$ cat src/rtl/y_response_compactor.sv
// y_response_compactor
//
// Compacts two response buses (behavioural reference and synthesized netlist)
// into independent MISR signatures over a window of n_samples clocks, counts
// the samples on which they differ and records where they first diverged.
// One verdict per window replaces cycle-by-cycle text comparison.
//
// Optional feature macro: YRC_DIFF_CAPTURE_EN
//   defined   -> diff_vec holds y_ref ^ y_dut of the first differing sample
//   undefined -> diff_vec is constant 0 (no storage)
//
// Ports:
//   clk            in   sampling clock, rising edge
//   rst_n          in   asynchronous active-low reset
//   start          in   level-sampled start request (honoured in IDLE/DONE)
//   n_samples      in   window length, captured on an accepted start
//   y_ref          in   reference response bus
//   y_dut          in   response bus under test
//   busy           out  window in progress
//   done           out  window finished, results held
//   mismatch       out  at least one differing sample in current/last window
//   mismatch_count out  number of differing samples, saturating
//   first_idx      out  0-based index of the first differing sample
//   sig_ref        out  MISR signature of y_ref
//   sig_dut        out  MISR signature of y_dut
//   diff_vec       out  y_ref ^ y_dut at the first differing sample
module y_response_compactor #(
    parameter int                 Y_WIDTH   = 81,
    parameter int                 CNT_WIDTH = 16,
    parameter logic [Y_WIDTH-1:0] POLY      = 'h11
) (
    input  logic                 clk,
    input  logic                 rst_n,
    input  logic                 start,
    input  logic [CNT_WIDTH-1:0] n_samples,
    input  logic [Y_WIDTH-1:0]   y_ref,
    input  logic [Y_WIDTH-1:0]   y_dut,
    output logic                 busy,
    output logic                 done,
    output logic                 mismatch,
    output logic [CNT_WIDTH-1:0] mismatch_count,
    output logic [CNT_WIDTH-1:0] first_idx,
    output logic [Y_WIDTH-1:0]   sig_ref,
    output logic [Y_WIDTH-1:0]   sig_dut,
    output logic [Y_WIDTH-1:0]   diff_vec
);

    typedef enum logic [1:0] {
        IDLE = 2'd0,
        RUN  = 2'd1,
        DONE = 2'd2
    } state_t;

    localparam logic [CNT_WIDTH-1:0] CNT_ONE = CNT_WIDTH'(1);
    localparam logic [CNT_WIDTH-1:0] CNT_MAX = '1;

    state_t               state_reg, state_next;
    logic                 accept;
    logic [CNT_WIDTH-1:0] len_reg;
    logic [CNT_WIDTH-1:0] idx_reg;
    logic [Y_WIDTH-1:0]   sample_diff;
    logic                 is_diff;

    assign sample_diff = y_ref ^ y_dut;
    assign is_diff     = |sample_diff;

    // busy/done decode straight from the state register, so they stay
    // glitch-free registered outputs without a second copy of the state.
    assign busy = (state_reg == RUN);
    assign done = (state_reg == DONE);

    // State register
    always_ff @(posedge clk or negedge rst_n) begin
        if (!rst_n) begin
            state_reg <= IDLE;
        end else begin
            state_reg <= state_next;
        end
    end

    // Next-state logic
    always_comb begin
        state_next = state_reg;
        accept     = 1'b0;
        case (state_reg)
            IDLE, DONE: begin
                // A zero-length request is dropped entirely: no state change.
                if (start && (n_samples != '0)) begin
                    accept     = 1'b1;
                    state_next = RUN;
                end
            end
            RUN: begin
                if (idx_reg == (len_reg - CNT_ONE)) begin
                    state_next = DONE;
                end
            end
            default: state_next = IDLE;
        endcase
    end

    // Window datapath: signatures, sample index and mismatch bookkeeping
    always_ff @(posedge clk or negedge rst_n) begin
        if (!rst_n) begin
            len_reg        <= '0;
            idx_reg        <= '0;
            sig_ref        <= '0;
            sig_dut        <= '0;
            mismatch       <= 1'b0;
            mismatch_count <= '0;
            first_idx      <= '0;
        end else if (accept) begin
            len_reg        <= n_samples;
            idx_reg        <= '0;
            sig_ref        <= '0;
            sig_dut        <= '0;
            mismatch       <= 1'b0;
            mismatch_count <= '0;
            first_idx      <= '0;
        end else if (state_reg == RUN) begin
            // Galois-style MISR: shift left, fold the bit shifted out back
            // through the feedback taps, then absorb the new sample.
            sig_ref <= {sig_ref[Y_WIDTH-2:0], 1'b0} ^ (sig_ref[Y_WIDTH-1] ? POLY : '0) ^ y_ref;
            sig_dut <= {sig_dut[Y_WIDTH-2:0], 1'b0} ^ (sig_dut[Y_WIDTH-1] ? POLY : '0) ^ y_dut;
            idx_reg <= idx_reg + CNT_ONE;
            if (is_diff) begin
                if (mismatch_count != CNT_MAX) begin
                    mismatch_count <= mismatch_count + CNT_ONE;
                end
                // The mismatch flag doubles as "first divergence already seen".
                if (!mismatch) begin
                    mismatch  <= 1'b1;
                    first_idx <= idx_reg;
                end
            end
        end
    end

`ifdef YRC_DIFF_CAPTURE_EN
    always_ff @(posedge clk or negedge rst_n) begin
        if (!rst_n) begin
            diff_vec <= '0;
        end else if (accept) begin
            diff_vec <= '0;
        end else if ((state_reg == RUN) && is_diff && !mismatch) begin
            diff_vec <= sample_diff;
        end
    end
`else
    assign diff_vec = '0;
`endif

endmodule

$ cat config.mk
export PLATFORM = sky130hd
export DESIGN_NAME = y_response_compactor
export DESIGN_NICKNAME = d
export VERILOG_FILES = /design/src/rtl/y_response_compactor.sv
export SDC_FILE = /design/constraint.sdc
export NUM_CORES = 1
export LEC_CHECK = 0
export ABC_CLOCK_PERIOD_IN_PS = 3100
export CORE_AREA = 2 2 180 182
export DETAILED_ROUTE_END_ITERATION = 10
export DIE_AREA = 0 0 182 184
export PLACE_DENSITY_LB_ADDON = 0.05
export SLEW_MARGIN = 25
export SYNTH_ARGS = -nofsm -noshare
export SYNTH_HDL_FRONTEND = slang
export SYNTH_SLANG_ARGS = --single-unit
export TNS_END_PERCENT = 50
$ cat constraint.sdc
create_clock -name clk -period 3.1 [get_ports clk]
set_input_delay 0.62 -clock clk [delete_from_list [all_inputs] [get_ports clk]]
set_output_delay 0.62 -clock clk [all_outputs]
set_load 0.05 [all_outputs]
### Word-level counts from Yosys, hierarchy flattened

Index checks and enable logic that the tools add are counted.

| word-level totals | value |
|---|---|
| bits in registers | 229 |
| input port bits | 181 |
| output and inout port bits | 278 |
| word-level logic and storage cells | 59 |

| cells by class | value |
|---|---|
| add/subtract/negate cells | 3 |
| eq/ne operators | 7 |
| muxes and demuxes | 24 |
| bitwise gates (word level) | 5 |
| reduce and logical (&&, ||, !) cells | 12 |

Operator list:

| operator | count |
|---|---|
| $mux 81 | 4 |
| $xor 81x81->81 | 3 |
| $xor 81x5->81 | 2 |
| $mux 16 | 10 |
| $reduce_or 81->1 | 1 |
| $add 16x1->16 const B | 2 |
| $eq 16x16->1 | 1 |
| $ne 16x16->1 const B | 1 |
| $reduce_bool 16->1 | 1 |
| $sub 16x1->16 const B | 1 |
| $mux 5 | 2 |
| $reduce_and 3->1 | 2 |
| $reduce_bool 2->1 | 3 |
| $mux 1 | 5 |
| $mux 2 | 2 |
| $ne 2x1->1 const B | 2 |
| $pmux 2 s2 | 1 |
| $reduce_and 2->1 | 2 |
| $eq 2x1->1 const B | 1 |
| $eq 2x2->1 const B | 1 |
| $logic_not 2->1 | 1 |
| $ne 2x2->1 const B | 1 |
| $reduce_or 2->1 | 1 |
| $logic_and 1x1->1 | 1 |

### Depth between registers and ports, before layout

| depth | value |
|---|---|
| depth after elaboration | 6 |
| gate-level depth with buffers | 10 |
| depth with buffers taken out | 9 |

### Worst setup path before layout

OpenSTA, ideal clock, no wires.

| timing | value |
|---|---|
| kind | input to register |
| start | in n_samples[8] |
| end | reg first_idx[14] |
| setup time | 0.121 ns |
| data arrival time | 2.570 ns |
| required time | 2.979 ns |
| slack | 0.409 ns |
| stages on the path | 9 |
| path buffers | 2 |
| path through | or4_1 -> o41ai_4 -> nor2_2 -> nor3_4 -> and2_1 -> buf_4 -> nor3_2 -> buf_6 -> a22o_1 |

| between the ends | value |
|---|---|
| word-level cells in the longest chain between the ends | 6 |
| elaborated cells on any way between the ends | 9 |
| classes of those cells | eq/ne (1); mux (3); reduce/logical (5) |

RTL lines:

| element | RTL line | text |
|---|---|---|
| start: declaration | 35 | `input logic [CNT_WIDTH-1:0] n_samples,` |
| $reduce_bool 16->1 * | 88 | `if (start && (n_samples != '0)) begin` |
| $logic_and 1x1->1 * | 88 |  |
| $mux 1 * | 88 |  |
| $mux 1 * | 85 | `case (state_reg)` |
| $ne 2x1->1 (no source line) / $reduce_bool 2->1 (equally long branches) | -- |  |
| $reduce_and 3->1 (no source line) | -- |  |
| end signal: assignment | 133 | `first_idx <= idx_reg;` |
| end: declaration | 42 | `output logic [CNT_WIDTH-1:0] first_idx,` |

Mark *: on every way between the ends. The rest lies on a longest branch, timed or not.
A chain may end at the register's enable or synchronous reset.

### Worst setup path after layout

| timing | value |
|---|---|
| start | in y_dut[42] |
| end | reg mismatch_count[1] |

| between the ends | value |
|---|---|
| word-level cells in the longest chain between the ends | 4 |

RTL lines:

| element | RTL line | text |
|---|---|---|
| start: declaration | 37 | `input logic [Y_WIDTH-1:0] y_dut,` |
| $xor 81x81->81 | 64 | `assign sample_diff = y_ref ^ y_dut;` |
| $reduce_or 81->1 | 65 | `assign is_diff = \|sample_diff;` |
| $reduce_bool 2->1 (no source line) | -- |  |
| $reduce_and 3->1 (no source line) | -- |  |
| end signal: assignment | 128 | `mismatch_count <= mismatch_count + CNT_ONE;` |
| end: declaration | 41 | `output logic [CNT_WIDTH-1:0] mismatch_count,` |

Every way passes these cells.

==> results by group <==
Synthesis
  – FFs w/ async S/R, synth: 100%
  – Yosys synthesis warning count: 0
  – Post-synth EDFFs: 0
  – Seq cells post-synth: 229
  – Area contributors post-synth: dfrtp_1 46%, xnor2_1 12%, nand3_1 7.3%
  – Seq/Total Area, Yosys: 45.8%
  – Synth Flop Type: dfrtp_1
  – Average size of a mapped cell: 9.66 sq um
  – Post-synth top area cell: dfrtp_1
  – Synth Instances: 1295
  – Synthesized cell area: 12500 sq um
  – Post-synth top area share: 45.8%
  – Netlist cell types: 58

Clock tree
  – CTS tree: yes
  – Clock buffer depth: 3
  – Clk slew on worst S/H paths: 0.06 ns
  – H-tree depth: 1
  – CTS Buf Count: 27
  – Clock sink total: 229
  – Setup Buffers After CTS: 0
  – Worst-Skew Late Latency: 0.53 ns
  – Root Driver: clkbuf_16

Power and ir drop
  – Sw Pwr: 9.01 mW
  – Leakage Power: 7.51 nW
  – Switching part of the total power: 47.6%
  – Internal power: 9.91 mW
  – Flop pwr share: 30.4%
  – Final total power: 18.9 mW
  – Power density of the placed cells: 1020 nW/um^2
  – Comb pwr share: 51.1%
  – Clock share of power: 18.5%
  – Peak supply drop: 0.670 mV

Place
  – HPWL Detailed: 32.9 mm
  – Post-DP Area: 17500 sq um
  – GP Congestion: 0.855
  – Port Buf Inserts: 377

Global route
  – Pin count of the biggest net entering global routing: 317
  – First-pass GRT wire length: 64.3 mm
  – GRT met3 Usage: 6.34%
  – Antenna violations before repair: 12
  – GRT busiest layer: met2
  – Grt total ovfl: 0
  – Vias in the first global route: 10630
  – GR Util met1: 31.8%
  – Met2 track demand over resource: 42.6%
  – All-Layer GR Usage: 25.1%

Final layout
  – Layout cells sized above 1: 12.7%
  – Fillcell total: 2764
  – Top Registers: sig_dut (81), sig_ref (81)
  – Layout area overhead: 48.3%
  – Final nets: 1972
  – Post-route cell area: 18600 sq um

Timing
  – Actual slew at the worst max-slew pin: 0.682 ns
  – Final Hold Fails: 0
  – Period Utilization, post-route: 92.9%
  – Fmax achieved: 0.347 GHz
  – RSZ-0062 raised after global routing: false
  – Clock skew: 0.0137 ns
  – Slew margin rel.: 54.1%
  – Setup TNS: 0 ns
  – Tmin final: 2.88 ns
  – Hold Slack: 0.0124 ns
  – Setup violations, final: 0
  – Slew Limit Fails: 0

Floorplanning
  – I/O Pins: 459
  – Die area: 33500 sq um
  – Initial core utilization: 39.8%
  – Core area: 31400 sq um
  – DIE HEIGHT: 184 microns
  – Die Span X: 182 microns
  – # rows: 65

Routing
  – Post-DRT Antenna Nets: 0
  – Final WL: 43.1 mm
  – DR iter-0 viols: 552
  – Pre-antenna DRT Iters: 4
  – Vias/cell: 4.93
  – # DRC: 0
  – Routed length per placed instance: 19.4 microns
  – Vias: 10937

Setup path
  – Worst r2r src: len_reg[0]
  – Maximum fanout along the worst path: 7
  – R2R Setup Slk: 0.40 ns
  – Crit Path Category: input port to flip-flop
  – CP cell instances: clkdlybuf4s50_1, xor2_1, buf_4, nor4_1, nand3_1, nor4_2, buf_4, and2_1, buf_4, nor2_1, a32o_1
  – CP Capture Point: mismatch_count[1]
  – CP endpoint kind: flip-flop
  – Critical Path RT: 3.51 ns
  – Max stage delay on crit path: 0.46 ns
  – WP data arrival: 3.29 ns
  – Startpoint types: input port
  – Most common cell on crit path: buf_4
  – Reg-to-Reg End: state_reg[0]
  – R2r worst-path depth: 7
  – Crit-path slowest cell: clkdlybuf4s50_1
  – Crit. Startpoint: y_dut[42]

Run status
  – Status: complete, no violations

Job
  – Max Cap Viol: 0

Hold path
  – Worst min path class: input port to async pin
## cell usage after synthesis, types with 3 or more instances
master and count:
a21o_1 3, a21oi_1 15, a22o_1 16, a31o_2 3
and2_1 4, and3_1 6, and4_1 5, buf_1 6
buf_2 24, buf_4 83, clkbuf_1 46, dfrtp_1 229
ha_1 3, inv_1 12, mux2i_1 6, nand2_1 68
nand2b_1 8, nand3_1 182, nand4_1 16, nor2_1 28
nor3_1 10, nor3b_1 3, nor4_1 24, nor4b_1 3
o21ai_0 174, o31ai_1 3, or3_1 3, or4_1 5
xnor2_1 178, xor2_1 96
## per-layer routing
metal / part of all wire [%] / wire length [microns] / vias up
li1: - / - / 5313
met1: 41 / 17900 / 5216
met2: 49 / 21200 / 333
met3: 6.7 / 2910 / 69
met4: 2.6 / 1100 / 6
met5: 0.090 / 39 / -
## placed cells by master (no fill, tap or decap), types with 27 or more instances in the layout
| cell | netlist | final |
|---|---|---|
| conb_1 | 1 | 81 |
| nand2_1 | 68 | 68 |
| buf_4 | 83 | 157 |
| xor2_1 | 96 | 96 |
| xnor2_1 | 178 | 178 |
| o21ai_0 | 174 | 174 |
| clkdlybuf4s50_1 | 0 | 376 |
| clkbuf_16 | 0 | 27 |
| nand3_1 | 182 | 182 |
| dfrtp_1 | 229 | 229 |
| nor2_1 | 28 | 28 |
## repair_timing
action                                  CTS  global route
endpoints found under the setup margin    0             4
hold buffers                              0             0
gates resized for setup                   0             1
## layout make-up
| cell class | count | area (sq um) | area share (%) |
|---|---|---|---|
| Tap cell | 402 | 503 | 2.71 |
| Clock inverter | 15 | 236 | 1.27 |
| Multi-Input combinational cell | 973 | 6100 | 32.9 |
| Clock buffer | 34 | 742 | 4.00 |
| Timing Repair Buffer | 544 | 5160 | 27.8 |
| Sequential cell | 229 | 5730 | 30.9 |
| Antenna cell | 8 | 20.0 | 0.108 |
| Inverter | 13 | 48.8 | 0.263 |
## worst max-delay path: cells and delay by family
family | cells | cell delay [ns]
AND/OR/NAND/NOR | 5 | 1.22
buffers and inverters | 4 | 0.98
AO/OA/AOI/OAI | 1 | 0.24
XOR/XNOR | 1 | 0.22
## power groups by stage
stage,registers (mW),clock network [mW],logic [mW]
finish,5.75,3.51,9.67
global route,5.96,3.68,10.1
CTS,5.76,3.59,9.75
detailed placement,5.76,0,9.73
global placement,5.78,0,9.66
floorplan,9.36,0,2.28
## how the worst min path moves through the flow
| stage | start | endpoint | slack [ns] | cells after the start |
|---|---|---|---|---|
| floorplan | rst_n | first_idx[0] | 0.32 | 0 |
| global placement | first_idx[0] | first_idx[0] | 0.49 | 1 |
| detailed placement | first_idx[11] | first_idx[11] | 0.49 | 1 |
| CTS | rst_n | sig_dut[3] | 0.03 | 1 |
| global route | rst_n | sig_dut[3] | 0.04 | 1 |
| finish | rst_n | sig_dut[3] | 0.01 | 1 |
## metrics by stage
stage               cells  setup slack, ns  util, %
floorplan            1375            0.409        -
global placement     2160           -0.479     55.8
detailed placement   2160           -0.409     55.8
CTS                  2209            0.141     58.9
global route         2217           0.0148     59.1
finish               2218            0.219     59.1
## cells by family after synthesis
logic type,Yosys count,synth area share [%]
AND/OR/NAND/NOR,378,15.6
other,1,0.0300
XOR/XNOR,274,19.2
flip-flops,229,45.8
multiplexers,6,0.480
buffers and inverters,173,7.98
AO/OA/AOI/OAI,231,10.6
adder cells (fa/ha/maj),3,0.300
No activity file was read; power rests on OpenSTA's default activity.
